--- config.mk ---
export PLATFORM = sky130hd
export DESIGN_NAME = seq_detector_param
export DESIGN_NICKNAME = d
export VERILOG_FILES = /design/src/rtl/seq_det_pkg.sv /design/src/rtl/seq_det_match_cnt.sv /design/src/rtl/seq_detector_param.sv
export SDC_FILE = /design/constraint.sdc
export NUM_CORES = 1
export LEC_CHECK = 0
export CORE_ASPECT_RATIO = 1.1
export CORE_MARGIN = 5
export CORE_UTILIZATION = 40
export CTS_CLUSTER_SIZE = 20
export DETAILED_ROUTE_END_ITERATION = 7
export GPL_ROUTABILITY_DRIVEN = 0
export PLACE_DENSITY = 0.74
export SLEW_MARGIN = 40
export SYNTH_ARGS = -nofsm -noshare
export SYNTH_HDL_FRONTEND = slang
export SYNTH_SLANG_ARGS = --single-unit
--- constraint.sdc ---
create_clock -name clk -period 1.1 [get_ports clk]
set_input_delay 0.165 -clock clk [delete_from_list [all_inputs] [get_ports clk]]
set_output_delay 0.165 -clock clk [all_outputs]
set_load 0.01 [all_outputs]
--- src/rtl/seq_det_pkg.sv ---
// Shared defaults for the parametrised serial pattern detector.
// Pattern length, reset-time pattern and match-counter width live here
// so that the top and its counter agree on a single source of defaults.
package seq_det_pkg;

    // Default pattern length in bits (legal range 2..SEQ_DET_MAX_W).
    localparam int unsigned SEQ_DET_PAT_W   = 5;

    // Longest pattern the fill counter and compare path are sized for.
    localparam int unsigned SEQ_DET_MAX_W   = 32;

    // Pattern loaded at reset; MSB is the first bit received.
    localparam logic [SEQ_DET_PAT_W-1:0] SEQ_DET_PAT_RST = 5'b11011;

    // Default width of the optional saturating match counter.
    localparam int unsigned SEQ_DET_CNT_W   = 8;

endpackage : seq_det_pkg

--- src/rtl/seq_det_match_cnt.sv ---
// Purpose: saturating event counter with synchronous clear (match tally).
// Latency: an increment request is visible on cnt one cycle later.
// Backpressure: none; holds at all-ones instead of wrapping, clr beats inc.
module seq_det_match_cnt
    import seq_det_pkg::*;
#(
    parameter int unsigned CNT_W = SEQ_DET_CNT_W
) (
    input  logic             clk,
    input  logic             rst,
    input  logic             clr,
    input  logic             inc,
    output logic [CNT_W-1:0] cnt
);

    logic [CNT_W-1:0] cnt_q;
    logic [CNT_W-1:0] cnt_d;

    // Next count: clear wins, otherwise step by one unless already saturated.
    always_comb begin
        cnt_d = cnt_q;
        if (clr) begin
            cnt_d = '0;
        end else if (inc && (cnt_q != '1)) begin
            cnt_d = cnt_q + CNT_W'(1);
        end
    end

    // Count register with synchronous reset.
    always_ff @(posedge clk) begin
        if (rst) begin
            cnt_q <= '0;
        end else begin
            cnt_q <= cnt_d;
        end
    end

    assign cnt = cnt_q;

endmodule : seq_det_match_cnt

--- src/rtl/seq_detector_param.sv ---
// Purpose: serial pattern detector, runtime pattern, overlap/non-overlap modes.
// Latency: bit completing a match at edge k -> out high for cycle k+1 only.
// Backpressure: none; bits are taken whenever in_valid is high, cfg_load drops that bit.
//
// Optional feature: define SEQ_DET_MATCH_CNT_EN to build the saturating match
// counter behind match_cnt; otherwise match_cnt is tied to zero.
module seq_detector_param
    import seq_det_pkg::*;
#(
    parameter int unsigned      PAT_W   = SEQ_DET_PAT_W,
    parameter logic [PAT_W-1:0] PAT_RST = PAT_W'(SEQ_DET_PAT_RST),
    parameter int unsigned      CNT_W   = SEQ_DET_CNT_W
) (
    input  logic             clk,
    input  logic             rst,
    input  logic             in_valid,
    input  logic             in,
    input  logic             overlap,
    input  logic             cfg_load,
    input  logic [PAT_W-1:0] cfg_pattern,
    output logic             out,
    output logic [CNT_W-1:0] match_cnt
);

    // Fill counts 0..PAT_W, so it needs enough bits to hold PAT_W itself.
    localparam int unsigned     FILL_W   = $clog2(PAT_W + 1);
    localparam logic [FILL_W-1:0] FILL_MAX = FILL_W'(PAT_W);
    localparam logic [FILL_W-1:0] FILL_ARM = FILL_W'(PAT_W - 1);

    // Only the PAT_W-1 most recent bits are stored: the newest bit of the
    // compare window is the incoming bit itself, and the oldest stored bit
    // would be shifted out before it could ever be compared again.
    logic [PAT_W-2:0] history_q, history_d;
    logic [PAT_W-1:0] pattern_q, pattern_d;
    logic [FILL_W-1:0] fill_q,   fill_d;
    logic              out_q,    out_d;

    logic [PAT_W-1:0] window;
    logic             hit;

    // Candidate window and match qualification for the bit arriving this edge.
    // Requiring fill >= PAT_W-1 means every compared bit arrived after the last
    // clear, so stale or reset-time history can never produce a match.
    always_comb begin
        window = {history_q, in};
        hit    = in_valid && (fill_q >= FILL_ARM) && (window == pattern_q);
    end

    // Next-state: cfg_load takes precedence and discards the incoming bit;
    // otherwise a valid bit shifts in, and a non-overlapping match restarts fill.
    always_comb begin
        history_d = history_q;
        pattern_d = pattern_q;
        fill_d    = fill_q;
        out_d     = 1'b0;
        if (cfg_load) begin
            pattern_d = cfg_pattern;
            fill_d    = '0;
        end else if (in_valid) begin
            history_d = window[PAT_W-2:0];
            out_d     = hit;
            if (hit && !overlap) begin
                fill_d = '0;
            end else if (fill_q < FILL_MAX) begin
                fill_d = fill_q + FILL_W'(1);
            end
        end
    end

    // State registers with synchronous reset.
    always_ff @(posedge clk) begin
        if (rst) begin
            history_q <= '0;
            pattern_q <= PAT_RST;
            fill_q    <= '0;
            out_q     <= 1'b0;
        end else begin
            history_q <= history_d;
            pattern_q <= pattern_d;
            fill_q    <= fill_d;
            out_q     <= out_d;
        end
    end

    assign out = out_q;

`ifdef SEQ_DET_MATCH_CNT_EN
    // Tally of pulses on out; a pattern reload restarts the tally.
    seq_det_match_cnt #(
        .CNT_W (CNT_W)
    ) u_match_cnt (
        .clk (clk),
        .rst (rst),
        .clr (cfg_load),
        .inc (out_q),
        .cnt (match_cnt)
    );
`else
    assign match_cnt = '0;
`endif

endmodule : seq_detector_param

==> impl_metrics.toml <==
[drt]
dr_total_vias = 544
route.final.wire_length_um = 1480
drtPass1Iterations = 4
drc = 0
route.detailed.wl_per_inst_um = 13.7
drt_iter0_drc = 20
detail-route-antenna-nets = 0
vias_per_cell = 5.04

[die]
die_w_um = 49.2
floorplan.core_area_um2 = 1600
io-pin-count = 20
floorplan.initialDensity_pct = 42.4
die_area_um2 = 2610
floorplan.die.height_um = 53.1
core.rowCount = 15

[yosys]
asyncSetResetFlopFracSynth_pct = 0
syn_avg_cell_area_um2 = 9.94
synthFlopType = "dfxtp_1"
post_synthesis_instance_area_um2 = 676
synth_top_area_share_pct = 38.5
synth-seq-area-share_pct = 38.5
synth_area_leader_cell = "dfxtp_1"
flip_flop_and_latch_count_after_synthesis = 13
yosys.cell_types.count = 25
synth.top_cells.by_count = "dfxtp_1 (13), buf_4 (8), mux2i_1 (5), nor2_1 (5), xnor2_1 (5)"
yosys.cell_count.top_type = "dfxtp_1"
number_of_synthesized_flops_with_an_enable_pin = 0
yosysWarningCount = 0
ys_top_cells_by_area = "dfxtp_1 (39%), buf_4 (8.9%), mux2i_1 (7.4%)"
postSynthCellCount = 68

[sta]
report.final.slew_viol_count = 0
fin_tns_setup_ps = 0
finalWorstPathRequiredPeriod_ps = 1100
hold_viol_final = 0
timing.final.ws_setup_ps = 1.78
timing.final.setup_violations = 0
final.setup_skew_ps = 6.53
final.period_utilization_pct = 99.8
achievable-frequency_mhz = 911
grt_setup_unrepaired = "true"

[setup_path]
worst-endpoint-arrival_ps = 1280
startpoint_type = "flop"
cpMaxStageDelayCell = "dfxtp_2"
worst_path_max_stage_delay_ps = 350
crit_type = "flop to flop"
timing.reg2reg.setup_slack_ps = 2
timing.critical_path.cells = "o21ai_1, nand3_2, o2bb2ai_2, a211oi_1"
cp.required_ps = 1280
worst_setup_path_startpoint = "fill_q[0]$_SDFFE_PP0P_"
critical_path.max_fanout = 3
crit_path_end_kind = "flop"
reg2regPathDepth = 4
reg2reg_from = "fill_q[0]$_SDFFE_PP0P_"
timing.rr.end = "fill_q[1]$_SDFFE_PP0P_"

[finish]
area_growth_syn_to_layout_pct = 45.2
drive_gt1_share_pct = 45.1
design_area_um2 = 981
number_of_antenna_diodes = 0
n_fill_cell = 142
final_nets = 104

[clock_tree]
clock_tree.root_cell = "clkbuf_4"
worst_skew_pair.late_latency_ps = 270
clock-sinks = 13
cts-buffers-inserted = 3
cts_htree_levels = 1
worst_setup_hold_path_clk_slew_ps = 80
cts_tree = "built"
cts_max_path_buffers = 2

[power_and_ir_drop]
leakagePower_nw = 0.411
power.density_nw_per_um2 = 1000
ir_worst_vdd_mv = 0.834

[flow_run]
max_cap_check_violation_count = 0

[global_route]
maximum_number_of_pins_on_one_net_before_global_route_repair = 13
grt_first_pass_wirelength_um = 2180
number_of_antenna_violations_at_the_first_check_in_global_routing = 0
gr-usage-all-layers_pct = 10.6
grt_overflow_total = 0
first_global_vias = 542

[placed_design]
place.detailed.hpwl_um = 1000
port_buffers = 11
postPlaceCellArea_um2 = 835
pre_cts_slack_ps = -361

[worst_hold_path]
worstHoldEndpoint = "history_q[0]$_SDFFE_PP0P_"
class_of_the_worst_hold_path = "input port to flop"
startpoint_of_the_tightest_hold_check_path = "in"
hold_path_depth = 3

[status]
run_status = "finished, final reports clean"
## cells in the final DEF, fill, tap and decap left out, types with 3 or more instances in the layout
| cell type | n |
|---|---|
| clkdlybuf4s50_1 | 8 |
| dlygate4sd2_1 | 3 |
| dfxtp_1 | 3 |
| conb_1 | 8 |
| dfxtp_2 | 10 |
| a211o_1 | 4 |
| xnor2_2 | 5 |
| buf_4 | 11 |
| mux2i_1 | 4 |
| nor2b_1 | 4 |
| nor2_1 | 5 |
| clkbuf_4 | 3 |
## repair_timing
action	4_1_cts	5_1_grt
gates cloned	0	0
endpoints found under the setup margin	6	4
pin swaps	4	10
buffers inserted	1	1
hold buffers	0	0
gates resized for setup	6	21
## final cells by class
type,count,area [um^2],share of cell area [%]
multi-input combinational,50,457,46.6
sequential,13,273,27.8
tap,17,21.3,2.17
inverter,1,3.75,0.383
timing repair buffer,23,200,20.4
clock buffer,4,26.3,2.68
## through the flow
step | total power [W] | hold WS, ps | utilization [%] | instances
2_1_floorplan | 0.000612 | 241 | - | 75
3_3_place_gp | 0.000659 | 495 | 52.3 | 102
3_5_place_dp | 0.000662 | 508 | 52.3 | 102
4_1_cts | 0.000952 | 364 | 54.8 | 107
5_1_grt | 0.00103 | 413 | 61.5 | 108
6_report | 0.000981 | 387 | 61.5 | 108
## routing by layer
| metal | wire, um | vias to the layer above | track usage, % | part of all wire (%) |
|---|---|---|---|---|
| li1 | - | 272 | - | - |
| met1 | 636 | 249 | 12.6 | 43 |
| met2 | 736 | 21 | 18.5 | 50 |
| met3 | 104 | 2 | 2.54 | 7.0 |
| met4 | 6 | 0 | 4.04 | 0.40 |
| met5 | 0 | - | 0 | 0 |
## cells by family (layout without fill, tap and decap cells)
group / count (synthesis) / in the layout / share of synthesized area [%]
AO/OA/AOI/OAI: 13 / 13 / 16.9
buffers and inverters: 12 / 28 / 11.5
AND/OR/NAND/NOR: 18 / 18 / 16.9
other: 1 / 8 / 0.555
flip-flops: 13 / 13 / 38.5
XOR/XNOR: 5 / 5 / 6.48
multiplexers: 5 / 5 / 7.41
adder cells (fa/ha/maj): 1 / 1 / 1.85
## worst max path at each step
stage	end	cells past startpoint
2_1_floorplan	fill_q[2]$_SDFFE_PP0P_	4
3_3_place_gp	fill_q[2]$_SDFFE_PP0P_	5
3_5_place_dp	fill_q[2]$_SDFFE_PP0P_	5
4_1_cts	fill_q[2]$_SDFFE_PP0P_	4
5_1_grt	fill_q[1]$_SDFFE_PP0P_	4
6_report	fill_q[1]$_SDFFE_PP0P_	4
## sequential cells by signal, indices dropped and copies added (netlist names)
| name | flops |
|---|---|
| fill_q | 3 |
| history_q | 4 |
| pattern_q | 5 |
| out | 1 |
## where the power goes
part	switching, W	internal (W)	total [W]
clock network	0.000152	0.000140	0.000293
registers	0.0000181	0.000491	0.000509
logic	0.0000787	0.000101	0.000180
## critical path: cells and delay by family, from the launching register on
kind             cells  cell delay (ps)
flip-flops           1              350
AO/OA/AOI/OAI        3              560
AND/OR/NAND/NOR      1              100
(Power assumes the default switching activity.)
